## src/rtl/vm_pkg.sv

```systemverilog
// Shared definitions for the vend/change dispense path: change codes, queue entry
// layout and dispense FSM encoding.
package vm_pkg;

    localparam logic [1:0] CHG_NONE = 2'b00;
    localparam logic [1:0] CHG_5    = 2'b01;
    localparam logic [1:0] CHG_10   = 2'b10;
    localparam logic [1:0] CHG_BAD  = 2'b11;

    localparam int COIN_UNIT = 5;
    localparam int ENTRY_W   = 3;

    localparam logic [2:0] ST_IDLE       = 3'd0;
    localparam logic [2:0] ST_LOAD       = 3'd1;
    localparam logic [2:0] ST_PROD_PULSE = 3'd2;
    localparam logic [2:0] ST_PROD_WAIT  = 3'd3;
    localparam logic [2:0] ST_COIN_PULSE = 3'd4;
    localparam logic [2:0] ST_COIN_WAIT  = 3'd5;
    localparam logic [2:0] ST_FAULT      = 3'd6;

    typedef enum logic [2:0] {
        S_IDLE       = ST_IDLE,
        S_LOAD       = ST_LOAD,
        S_PROD_PULSE = ST_PROD_PULSE,
        S_PROD_WAIT  = ST_PROD_WAIT,
        S_COIN_PULSE = ST_COIN_PULSE,
        S_COIN_WAIT  = ST_COIN_WAIT,
        S_FAULT      = ST_FAULT
    } state_t;

    typedef struct packed {
        logic       vend;
        logic [1:0] coins;
    } entry_t;

    // Number of COIN_UNIT coins the hopper must eject for a change code.
    function automatic logic [1:0] coins_of(input logic [1:0] chg);
        case (chg)
            CHG_5:   return 2'(5 / COIN_UNIT);
            CHG_10:  return 2'(10 / COIN_UNIT);
            default: return 2'd0;
        endcase
    endfunction

endpackage

```

## src/rtl/vm_req_fifo.sv

```systemverilog
// Synchronous request FIFO; pointers carry an extra MSB to tell full from empty.
module vm_req_fifo
    import vm_pkg::*;
#(
    parameter int FIFO_DEPTH = 4,
    parameter int WIDTH      = ENTRY_W
) (
    input  logic             clock,
    input  logic             reset,
    input  logic             push,
    input  logic             pop,
    input  logic [WIDTH-1:0] din,
    output logic [WIDTH-1:0] dout,
    output logic             full,
    output logic             empty
);

    localparam int AW = $clog2(FIFO_DEPTH);

    logic [WIDTH-1:0] mem [FIFO_DEPTH];
    logic [AW:0]      wr_ptr;
    logic [AW:0]      rd_ptr;
    logic             do_push;
    logic             do_pop;

    assign empty   = (wr_ptr == rd_ptr);
    assign full    = (wr_ptr[AW] != rd_ptr[AW]) && (wr_ptr[AW-1:0] == rd_ptr[AW-1:0]);
    assign do_pop  = pop && !empty;
    // A pop in the same cycle frees the slot, so a push into a full FIFO is accepted.
    assign do_push = push && (!full || do_pop);
    assign dout    = mem[rd_ptr[AW-1:0]];

    always_ff @(posedge clock) begin
        if (reset) begin
            wr_ptr <= '0;
            rd_ptr <= '0;
        end else begin
            if (do_push) wr_ptr <= wr_ptr + 1'b1;
            if (do_pop)  rd_ptr <= rd_ptr + 1'b1;
        end
    end

    // NOTE: storage is not reset; the pointers alone define which entries are valid.
    always_ff @(posedge clock) begin
        if (do_push) mem[wr_ptr[AW-1:0]] <= din;
    end

endmodule

```

## src/rtl/vend_dispense_ctrl.sv

```systemverilog
// Queues vend/change requests and drives the product solenoid and coin hopper with
// pulse/ack handshakes, retrying on stalls and latching a sticky fault.
module vend_dispense_ctrl
    import vm_pkg::*;
#(
    parameter int FIFO_DEPTH     = 4,
    parameter int PULSE_CYCLES   = 4,
    parameter int TIMEOUT_CYCLES = 64,
    parameter int MAX_RETRY      = 2
) (
    input  logic       clock,
    input  logic       reset,
    input  logic       vend,
    input  logic [1:0] change,
    input  logic       prod_ack,
    input  logic       coin_ack,
    output logic       prod_release,
    output logic       coin_eject,
    output logic       busy,
    output logic       fault,
    output logic       overflow,
    output logic       bad_code
);

    localparam int CNT_MAX = (PULSE_CYCLES > TIMEOUT_CYCLES) ? PULSE_CYCLES : TIMEOUT_CYCLES;
    localparam int CNT_W   = $clog2(CNT_MAX + 1);
    localparam int RTY_W   = $clog2(MAX_RETRY + 2);

    state_t             state, state_n;
    logic [CNT_W-1:0]   cnt, cnt_n;
    logic [RTY_W-1:0]   retry, retry_n;
    logic [1:0]         coins_q, coins_n;

    logic               cap_push;
    entry_t             cap_entry;
    entry_t             head;
    logic [ENTRY_W-1:0] fifo_dout;
    logic               fifo_full;
    logic               fifo_empty;
    logic               fifo_pop;

    assign cap_push  = vend || ((change != CHG_NONE) && (change != CHG_BAD));
    assign cap_entry = '{vend: vend, coins: coins_of(change)};
    assign fifo_pop  = (state == S_LOAD);
    assign head      = entry_t'(fifo_dout);

    vm_req_fifo #(.FIFO_DEPTH(FIFO_DEPTH), .WIDTH(ENTRY_W)) u_fifo (
        .clock (clock),
        .reset (reset),
        .push  (cap_push),
        .pop   (fifo_pop),
        .din   (cap_entry),
        .dout  (fifo_dout),
        .full  (fifo_full),
        .empty (fifo_empty)
    );

    // NOTE: sequential state uses non-blocking assignments; the always_comb below uses
    // blocking ones and sets every output first so no latch is inferred.
    always_ff @(posedge clock) begin
        if (reset) begin
            state    <= S_IDLE;
            cnt      <= '0;
            retry    <= '0;
            coins_q  <= '0;
            overflow <= 1'b0;
            bad_code <= 1'b0;
        end else begin
            state    <= state_n;
            cnt      <= cnt_n;
            retry    <= retry_n;
            coins_q  <= coins_n;
            overflow <= overflow || (cap_push && fifo_full && !fifo_pop);
            bad_code <= bad_code || (change == CHG_BAD);
        end
    end

    always_comb begin
        state_n = state;
        cnt_n   = cnt;
        retry_n = retry;
        coins_n = coins_q;
        case (state)
            S_IDLE: begin
                if (!fifo_empty) state_n = S_LOAD;
            end
            S_LOAD: begin
                coins_n = head.coins;
                cnt_n   = '0;
                retry_n = '0;
                if (head.vend)            state_n = S_PROD_PULSE;
                else if (head.coins != 0) state_n = S_COIN_PULSE;
                else                      state_n = S_IDLE;
            end
            S_PROD_PULSE, S_COIN_PULSE: begin
                if (cnt == CNT_W'(PULSE_CYCLES - 1)) begin
                    cnt_n   = '0;
                    state_n = (state == S_PROD_PULSE) ? S_PROD_WAIT : S_COIN_WAIT;
                end else begin
                    cnt_n = cnt + 1'b1;
                end
            end
            S_PROD_WAIT: begin
                if (prod_ack) begin
                    cnt_n   = '0;
                    retry_n = '0;
                    state_n = (coins_q != 0) ? S_COIN_PULSE : S_IDLE;
                end else if (cnt == CNT_W'(TIMEOUT_CYCLES - 1)) begin
                    cnt_n = '0;
                    if (retry < RTY_W'(MAX_RETRY)) begin
                        retry_n = retry + 1'b1;
                        state_n = S_PROD_PULSE;
                    end else begin
                        state_n = S_FAULT;
                    end
                end else begin
                    cnt_n = cnt + 1'b1;
                end
            end
            S_COIN_WAIT: begin
                // One ack per ejected coin; the item completes when the last coin is out.
                if (coin_ack) begin
                    cnt_n   = '0;
                    retry_n = '0;
                    coins_n = coins_q - 1'b1;
                    state_n = (coins_q == 2'd1) ? S_IDLE : S_COIN_PULSE;
                end else if (cnt == CNT_W'(TIMEOUT_CYCLES - 1)) begin
                    cnt_n = '0;
                    if (retry < RTY_W'(MAX_RETRY)) begin
                        retry_n = retry + 1'b1;
                        state_n = S_COIN_PULSE;
                    end else begin
                        state_n = S_FAULT;
                    end
                end else begin
                    cnt_n = cnt + 1'b1;
                end
            end
            S_FAULT: state_n = S_FAULT;
            default: state_n = S_IDLE;
        endcase
    end

    assign prod_release = (state == S_PROD_PULSE);
    assign coin_eject   = (state == S_COIN_PULSE);
    assign fault        = (state == S_FAULT);
    assign busy         = (state != S_IDLE) || !fifo_empty;

endmodule

```

## config.mk

```make
export PLATFORM = sky130hd
export DESIGN_NAME = vend_dispense_ctrl
export DESIGN_NICKNAME = d
export VERILOG_FILES = /design/src/rtl/vm_pkg.sv /design/src/rtl/vm_req_fifo.sv /design/src/rtl/vend_dispense_ctrl.sv
export SDC_FILE = /design/constraint.sdc
export NUM_CORES = 1
export LEC_CHECK = 0
export ABC_CLOCK_PERIOD_IN_PS = 2500
export CAP_MARGIN = 20
export CORE_ASPECT_RATIO = 0.6
export CORE_UTILIZATION = 40
export CTS_CLUSTER_DIAMETER = 200
export DETAILED_ROUTE_END_ITERATION = 7
export PLACE_DENSITY_LB_ADDON = 0.05
export REMOVE_ABC_BUFFERS = 1
export SKIP_LAST_GASP = 1
export SLEW_MARGIN = 20
export SYNTH_ARGS = -nofsm -noshare
export SYNTH_HDL_FRONTEND = slang
export SYNTH_SLANG_ARGS = --single-unit
```

## constraint.sdc

```tcl
create_clock -name clock -period 2.5 [get_ports clock]
set_input_delay 0.5 -clock clock [delete_from_list [all_inputs] [get_ports clock]]
set_output_delay 0.5 -clock clock [all_outputs]
set_load 0.01 [all_outputs]
```

==> impl_metrics.ini <==
[hold_path]
min_to = retry[0]
min_from = retry[0]
hold_path_depth = 2
hp-class = reg2reg

[synthesis]
synth_common_cells = dfxtp_1, nor2_1, edfxtp_1, ha_1, inv_1
yosys.area.top_type = dfxtp_1
synth_compound_area_share_pct = 13.1
synth-edff-count = 12
synth_top_family_by_area = simple AND/OR/NAND/NOR gates
synth.area.mux_share_pct = 4.61
synth.distinct_cells = 45
yosys.area_share.adder_pct = 7.91
ys_seq_area_share_pct = 44.3
avgSynthCellArea_um2 = 10.3
syn_inst = 184
synth-seq-cells = 36
synth-simple-area-share_pct = 19.2
synthFlopType = dfxtp_1
synth.most_common_cell = dfxtp_1
synth_warnings = 0
ys_top_cells_by_area = dfxtp_1, edfxtp_1, ha_1, nor2_1, xor2_1
synth_top_area_share_pct = 25.3
syn_area_um2 = 1900
synth_xor_area_share_pct = 6.92
async_flop_share_pct = 0

[critical_path]
critPathArrivalTime_ns = 1.87
cp_max_fo = 4
rr_worst_depth = 4
worstReg2RegStart = state[1]
r2r-end = u_fifo.mem[3][1]
endpoint_kind = primary output
cp-startpoint = state[0]
required_ns = 2.00
rrSetupSlack_ns = 0.59
criticalPathCategory = reg2out
critPathLaunchType = register

[timing]
finClkSkew_ns = 0.00832
rsz0062_at_grt = no
fmax_ghz = 0.422
setup_viol = 0
hold_viol_final = 0
drv_slew = 0
worstMarginPinSlew_ns = 0.535
post-route-period-util_pct = 94.7
slew_headroom_pct = 64.1
period_minus_slack_ns = 2.37
tns_ns = 0

[route]
drc = 0
vias = 1434
final_antenna_net_count = 0
drtIter0Drc = 102
finalWirelength_mm = 3.96
avgViaCountPerCell = 5.35
drt-wirelength-per-cell_um = 14.8
firstDrtPassIters = 4

[floorplan]
initial_core_util_pct = 43.9
coreArea_um2 = 4320
rows = 18
dieArea_um2 = 5030
die_y_um = 55.4
ios = 13
fp.dieW_um = 90.9

[place]
portBuffers = 12
routabilityCongestion = 0.760
dpl.hpwl_mm = 3.02

[power]
peakVddDrop_mv = 0.420
p_per_area_nw_per_um2 = 950
p_leak_uw = 0.000823
finalPower_uw = 2120

[clock_tree]
cts_buffers = 5
cts_num_sinks = 36
cts_buffer_depth = 2
root_buffer = clkbuf_8
cts_hold_buffers = 0
insertion_delay_ns = 0.29
htreeDepth = 2
clk_pin_slew_worst_paths_ns = 0.08
cts_tree = yes

[job]
max-cap-violations = 0

[grt]
grt_usage_pct = 16.8
antenna_found_initial = 0
grt_pass1_vias = 1264
grt_max_degree = 17
grt-ovfl-total = 0
grt_pass1_wl_mm = 6.53

[final_layout]
layout-drive-gt1-share_pct = 12.5
diodes = 0
syn2layout_area_growth_pct = 17.8
fin_nets = 226
final_core_util_pct = 51.7

[run_status]
status = finished clean
==> kinds of logic (layout without fill, tap and decap cells) <==
kind of cell / after synthesis / in the layout
AOI/OAI and AO/OA: 34 / 34
xor gates and xnor gates: 15 / 15
adders and majority gates: 12 / 12
buffers and inverters: 16 / 40
DFF: 36 / 36
muxes: 5 / 5
and+or+nand+nor: 66 / 66
==> flip-flops by register name (all words and copies together), names as in the netlist, named ones only <==
register       flops
retry              2
coins_q            2
bad_code           1
overflow           1
u_fifo.mem        12
cnt                7
u_fifo.wr_ptr      3
state              3
u_fifo.rd_ptr      3
==> report_power, final <==
group | switching, uW | total [uW] | internal, uW
logic | 459 | 869 | 410
clock network | 218 | 509 | 291
registers | 52.2 | 747 | 695
total | 729 | 2120 | 1400
==> per-stage QoR <==
step | area, um^2 | setup WS [ns] | hold slack (ns) | std cells
6_report | 2240 | 0.132 | 0.476 | 268
5_1_grt | 2240 | 0.0780 | 0.521 | 268
4_1_cts | 2240 | 0.114 | 0.482 | 268
3_5_place_dp | 2130 | 0.154 | 0.459 | 260
3_3_place_gp | 2130 | 0.179 | 0.446 | 260
2_1_floorplan | 1860 | 0.520 | 0.444 | 178
==> final cells by class <==
| type | instances | area, um^2 |
|---|---|---|
| inverter | 10 | 37.5 |
| fill | 400 | 2090 |
| timing repair buffer | 22 | 194 |
| tap | 60 | 75.1 |
| sequential | 36 | 841 |
| clock buffer | 5 | 68.8 |
| clock inverter | 3 | 37.5 |
| multi-input combinational | 132 | 982 |
==> worst max-delay path: stages (launching register included) <==
cell           delay [ns]
dfxtp_1              0.31
or3_1                0.39
or4_4                0.58
dlygate4sd2_1        0.31
==> layer usage <==
metal | global-route usage (%) | wire (um) | vias up
li1 | - | - | 714
met1 | 27.8 | 2230 | 680
met2 | 19.5 | 1450 | 36
met3 | 5.51 | 262 | 4
met4 | 4.76 | 25 | 0
met5 | 0 | 0 | -
==> how the worst max path moves through the flow <==
stage	depth (start not counted)	endpoint	slack, ns
after floorplan	2	busy	0.52
after global placement	6	u_fifo.mem[3][1]	0.18
after detailed placement	6	u_fifo.mem[3][0]	0.15
after CTS	3	busy	0.11
after global routing	3	busy	0.08
final	3	busy	0.13
==> timing repair <==
item	CTS	global route
endpoints found under the setup margin	1	0
setup buffers	0	0
resized for setup	1	0
==> placed cells by master (no fill, tap or decap), drive strengths merged, types with 2 or more instances in the layout <==
cell            n
a21oi           6
nand4           2
a22oi           2
buf            10
nor4bb          3
xnor2           7
mux4            3
clkinv          2
o21ai           6
clkbuf          5
or3             3
nand2           9
dfxtp          24
xor2            8
edfxtp         12
nor2           20
a31oi           2
nand3b          2
and2            5
nor2b           3
or2             2
a311oi          2
nor3b           3
o21a            2
nor3            3
nand3           6
clkdlybuf4s50  11
a211oi          4
mux2i           2
inv            10
ha             12
No activity file was read; power rests on OpenSTA's default activity.
